### config.mk
export PLATFORM = sky130hd
export DESIGN_NAME = imem_boot_loader
export DESIGN_NICKNAME = d
export VERILOG_FILES = /design/src/rtl/imem_boot_loader.sv
export SDC_FILE = /design/constraint.sdc
export NUM_CORES = 1
export LEC_CHECK = 0
export ABC_CLOCK_PERIOD_IN_PS = 4400
export CORE_MARGIN = 2
export CORE_UTILIZATION = 25
export DETAILED_ROUTE_END_ITERATION = 8
export GPL_ROUTABILITY_DRIVEN = 0
export PLACE_DENSITY = 0.45
export SKIP_LAST_GASP = 1
export SYNTH_ARGS = -nofsm -noshare
export SYNTH_HDL_FRONTEND = slang
export SYNTH_SLANG_ARGS = --single-unit
### constraint.sdc
create_clock -name CLK -period 4.4 [get_ports CLK]
set_input_delay 0.44 -clock CLK [delete_from_list [all_inputs] [get_ports CLK]]
set_output_delay 0.44 -clock CLK [all_outputs]
set_load 0.005 [all_outputs]
### src/rtl/imem_boot_loader.sv
// Download controller: frames UART bytes into a length/data/checksum packet,
// writes little-endian words into instruction memory and restarts the core.
module imem_boot_loader #(
  parameter logic [31:0] IMEM_BASE      = 32'h0000_0000,
  parameter int unsigned MAX_WORDS      = 256,
  parameter logic [7:0]  SYNC_BYTE      = 8'hA5,
  parameter int unsigned TIMEOUT_CYCLES = 1000000,
  parameter int unsigned RST_CYCLES     = 4
) (
  input  logic        CLK,
  input  logic        reset,
  input  logic        rx_valid,
  input  logic [7:0]  rx_data,
  input  logic        tx_ready,
  output logic        tx_valid,
  output logic [7:0]  tx_data,
  output logic        imem_WE,
  output logic [31:0] imem_A,
  output logic [31:0] imem_WD,
  output logic        prog_mode,
  output logic        cpu_stall,
  output logic        core_reset,
  output logic        load_done,
  output logic        load_error
);

  localparam logic [7:0]  ACK = 8'h06;
  localparam logic [7:0]  NAK = 8'h15;
  localparam int unsigned IW  = $clog2(TIMEOUT_CYCLES + 1);
  localparam int unsigned RW  = (RST_CYCLES > 1) ? $clog2(RST_CYCLES) : 1;

  typedef enum logic [2:0] {IDLE, LEN0, LEN1, DATA, WRITE, CSUM, RESP, RST} state_t;

  state_t        state, stateNext;
  logic [IW-1:0] idleCnt;
  logic [RW-1:0] rstCnt;
  logic [7:0]    lenLo;
  logic [15:0]   wordCount;
  logic [15:0]   index;
  logic [1:0]    byteCnt;
  logic [7:0]    csum;
  logic [23:0]   word;
  logic [7:0]    txByte;

  logic [15:0]   lenWord;
  logic [15:0]   indexInc;
  logic          lenBad;
  logic          waiting;
  logic          timeout;
  logic          syncHit;
  logic          rstLast;

  always_comb begin
    lenWord  = {rx_data, lenLo};
    indexInc = index + 16'd1;
    lenBad   = (lenWord == 16'd0) || ({16'd0, lenWord} > MAX_WORDS);
    waiting  = (state == LEN0) || (state == LEN1) || (state == DATA) || (state == CSUM);
    timeout  = waiting && !rx_valid && (idleCnt == IW'(TIMEOUT_CYCLES - 1));
    syncHit  = (state == IDLE) && rx_valid && (rx_data == SYNC_BYTE);
    rstLast  = (rstCnt == RW'(RST_CYCLES - 1));
  end

  always_comb begin
    stateNext = state;
    unique case (state)
      IDLE:  if (syncHit) stateNext = LEN0;
      LEN0:  if (rx_valid) stateNext = LEN1;
             else if (timeout) stateNext = RESP;
      LEN1:  if (rx_valid) stateNext = lenBad ? RESP : DATA;
             else if (timeout) stateNext = RESP;
      DATA:  if (rx_valid && byteCnt == 2'd3) stateNext = WRITE;
             else if (timeout) stateNext = RESP;
      WRITE: stateNext = (indexInc == wordCount) ? CSUM : DATA;
      CSUM:  if (rx_valid || timeout) stateNext = RESP;
      RESP:  if (tx_ready) stateNext = (txByte == ACK) ? RST : IDLE;
      RST:   if (rstLast) stateNext = IDLE;
      default: stateNext = IDLE;
    endcase
  end

  always_ff @(posedge CLK or posedge reset) begin
    if (reset) state <= IDLE;
    else       state <= stateNext;
  end

  assign tx_valid   = (state == RESP);
  assign tx_data    = txByte;
  assign imem_WE    = (state == WRITE);
  assign core_reset = (state == RST);
  assign cpu_stall  = prog_mode;

  always_ff @(posedge CLK or posedge reset) begin
    if (reset) begin
      idleCnt    <= '0;
      rstCnt     <= '0;
      lenLo      <= '0;
      wordCount  <= '0;
      index      <= '0;
      byteCnt    <= '0;
      csum       <= '0;
      word       <= '0;
      txByte     <= '0;
      imem_A     <= '0;
      imem_WD    <= '0;
      prog_mode  <= 1'b0;
      load_done  <= 1'b0;
      load_error <= 1'b0;
    end else begin
      load_done <= 1'b0;
      if (!waiting || rx_valid) idleCnt <= '0;
      else                      idleCnt <= idleCnt + IW'(1);

      unique case (state)
        IDLE: if (syncHit) begin
          prog_mode  <= 1'b1;
          load_error <= 1'b0;
          index      <= '0;
          byteCnt    <= '0;
          csum       <= '0;
        end
        LEN0: if (rx_valid) lenLo <= rx_data;
        LEN1: if (rx_valid) begin
          wordCount <= lenWord;
          if (lenBad) begin
            load_error <= 1'b1;
            txByte     <= NAK;
          end
        end
        // Bytes shift in from the top so the first byte lands in bits [7:0].
        DATA: if (rx_valid) begin
          word    <= {rx_data, word[23:8]};
          csum    <= csum + rx_data;
          byteCnt <= byteCnt + 2'd1;
          if (byteCnt == 2'd3) begin
            imem_WD <= {rx_data, word};
            imem_A  <= IMEM_BASE + {14'd0, index, 2'b00};
          end
        end
        WRITE: index <= indexInc;
        CSUM: if (rx_valid) begin
          if (rx_data == csum) txByte <= ACK;
          else begin
            txByte     <= NAK;
            load_error <= 1'b1;
          end
        end
        RST: begin
          if (rstLast) begin
            rstCnt    <= '0;
            prog_mode <= 1'b0;
            load_done <= 1'b1;
          end else begin
            rstCnt <= rstCnt + RW'(1);
          end
        end
        default: ;
      endcase

      if (timeout) begin
        load_error <= 1'b1;
        txByte     <= NAK;
      end
    end
  end

endmodule

==> results.toml <==
[outcome]
status = "completed"

[logic_synthesis]
synth_seq_area_share_pct = 50.7
synthTopCellsByArea = "dfrtp_1 (51%), mux2_2 (11%), nand2_1 (5.8%), nor2_1 (2.7%), xnor2_1 (2.6%)"
synth_edf_count = 0
ys_ff_latch = 153
async_flop_share_pct = 100
synth_largest_area_cell = "dfrtp_1"
ys_types = 67
yosysMostFrequentCell = "dfrtp_1"
ys_warn_count = 0
ys_top_cells_by_count = "dfrtp_1 (153), nand2_1 (117), mux2_2 (73), nor2_1 (55), clkbuf_1 (24)"
syn-cell-area_sq_mm = 0.00755
synth_cells = 727
synth_top_area_share_pct = 50.7
avgSynthCellArea_sq_um = 10.4
synthFlopType = "dfrtp_1"

[clock_network]
clock_sinks = 153
postCtsHoldBufs = 0
path_clk_slew_ps = 70
root_buffer = "clkbuf_16"
cts_setup_buffers = 0
cts_max_level = 4
clk_path_buf_depth = 2
cts-resized-gates = 0
tritoncts = "built"
cts_made_buffers = 17
clkLatencyLatePin_ps = 430

[setup_path]
arrival_ps = 2480
cp_max_fo = 11
crit_required_ps = 3960
end_kind = "output pin"
crit_slowest_cell = "dfrtp_1"
start_kind = "flip-flop"
slowest_delay_ps = 580
criticalPathCategory = "flip-flop to output pin"
cp_top_family = "buffers and inverters"
r2r_start = "index[0]"
r2r_setup_slack_ps = 1610
r2r-end = "state[1]"
rr_worst_depth = 7
critical_path.cell_chain = "inv_1 -> or3_1 -> clkinv_1 -> clkdlybuf4s50_1"
cp_num_buf_inv = 3

[power]
ir_worst_vdd_v = 0.000206
power_density_mw_per_mm2 = 634
p_leak_nw = 4.01

[hold_path]
min_path_cells = 2
hp-class = "flip-flop to flip-flop"
min_to = "word[4]"
min-delay-start = "word[4]"

[timing]
fin_skew_ps = 14.8
worst_slack_ps = 1480
max_clock_freq_ghz = 0.343
slew_violations = 0
final.setup.tns_ps = 0
timing.slew.headroom_pct = 41.7
rsz0062_at_grt = "no"
hold_viol_final = 0
finalSetupViolCount = 0
layout_worst_path_cycle_share_pct = 66.3
period_minus_slack_ps = 2920
worst_pin_slew_ps = 873

[layout]
regArea_sq_mm = 0.00383
n_antenna_cell = 0
multi_input_area_sq_mm = 0.00345
nNetsFinal = 812
synthToLayoutAreaGrowth_pct = 21.9
final_util_pct = 31.0
layout-drive-gt1-share_pct = 16.1
num-fill-cells = 3045

[global_route]
antenna_found_initial = 0
grt_pass1_wl_um = 30300
grt-ovfl-total = 0
track_usage_pct = 12.4
grt_max_degree = 82
grt_pass1_vias = 5333

[placed_design]
io_buffers = 70
dp_slack_ps = 1290
place_hpwl_um = 12500

[die]
start_util_pct = 25.4
io_pins = 91
dieHeight_um = 178
core_area_sq_mm = 0.0297
rows = 63
fp.dieW_um = 178
die_area_sq_mm = 0.0316

[drt]
avgRoutedWirePerCell_um = 15.6
drc_errors = 0
final_antenna_net_count = 0
drt_iter0_markers = 361
finalWirelength_um = 18600
vias = 5405
avgViaCountPerCell = 4.54
dr.pass1.iters = 4

[flow_run]
maxCapViolCount = 0
## per-layer routing
| metal | wire length [um] | vias up | global-route usage (%) |
|---|---|---|---|
| met3 | 851 | 9 | 2.98 |
| met4 | 157 | 0 | 3.04 |
| met1 | 9470 | 2655 | 18.0 |
| met5 | 0 | - | 0 |
| li1 | - | 2630 | - |
| met2 | 8100 | 111 | 18.3 |
## flip-flops by register name, summed over array words and instances (netlist names)
register / cells
index: 16
word: 24
wordCount: 16
idleCnt: 20
lenLo: 8
cpu_stall: 1
imem_A: 16
load_done: 1
load_error: 1
state: 3
imem_WD: 32
csum: 8
rstCnt: 2
tx_data: 3
byteCnt: 2
## through the flow
| stage | instance area (sq um) | power [mW] | cells | hold WS, ps |
|---|---|---|---|---|
| floorplan | 7620 | 3.64 | 746 | 442 |
| global placement | 8600 | 4.39 | 1159 | 461 |
| detailed placement | 8600 | 4.39 | 1159 | 463 |
| CTS | 9200 | 5.91 | 1191 | 482 |
| global route | 9200 | 6.28 | 1191 | 506 |
| finish | 9200 | 5.83 | 1191 | 473 |
## cell families after synthesis
group	share of synthesized area, %
other cells	0.0497
xor+xnor	5.11
buf+inv	4.56
simple gates	18.2
compound gates	7.93
fa+ha+maj	2.09
flops	50.7
mux	11.3
## where the power goes
part | switching, mW | internal (mW)
Clock | 0.712 | 0.773
Sequential | 0.540 | 1.91
Combinational | 0.858 | 1.04
Total | 2.11 | 3.72
## worst max path at each step
stage                     cells after the start          to  slack (ps)  startpoint
after floorplan                               1  byteCnt[0]        2030       reset
final                                         4     imem_WE        1480    state[2]
after global placement                        8  load_error        1330  rx_data[1]
after detailed placement                      8  load_error        1290  rx_data[1]
after CTS                                     4     imem_WE        1470    state[2]
after global routing                          4     imem_WE        1320    state[2]
## placed cells by master, fill, tap and decap left out, types with 3 or more instances in the layout
cell / Yosys / final
dfrtp_1: 153 / 153
nand2_1: 117 / 116
mux2_2: 73 / 73
clkdlybuf4s50_1: 0 / 70
nor2_1: 55 / 55
o21ai_0: 22 / 22
xnor2_1: 22 / 22
xor2_1: 22 / 22
conb_1: 1 / 20
clkbuf_16: 0 / 17
a21oi_1: 15 / 15
nand3_1: 15 / 15
nor4_1: 15 / 15
nand4_1: 13 / 13
ha_1: 11 / 11
buf_4: 22 / 11
o21ai_1: 10 / 10
nor3_1: 9 / 9
o31ai_1: 8 / 8
and3_1: 8 / 8
inv_8: 0 / 8
o22ai_1: 6 / 6
inv_1: 7 / 6
and2_1: 6 / 6
nand2b_1: 6 / 6
or3_1: 6 / 6
a31oi_1: 5 / 5
or4_1: 4 / 4
nand3b_1: 4 / 4
o21bai_1: 3 / 3
a21o_1: 3 / 3
nor2b_1: 3 / 3
and4_1: 3 / 3
clkinv_8: 0 / 3
## cell type report
class	instances	area share, %
repair buffers	82	8.73
multi-input cells	526	37.5
clock buffers	17	4.62
inverters	8	0.367
flip-flops and latches	153	41.6
well taps	390	5.30
clock inverters	15	1.89
## worst reg2reg max path: stages (launching register included)
cell       delay, ps
dfrtp_1          520
ha_1             310
nand3_1          270
nor4_1           580
xnor2_1          180
nand2_1           80
nor4_1           580
a2bb2oi_1        130
No activity file was read; power rests on OpenSTA's default activity.
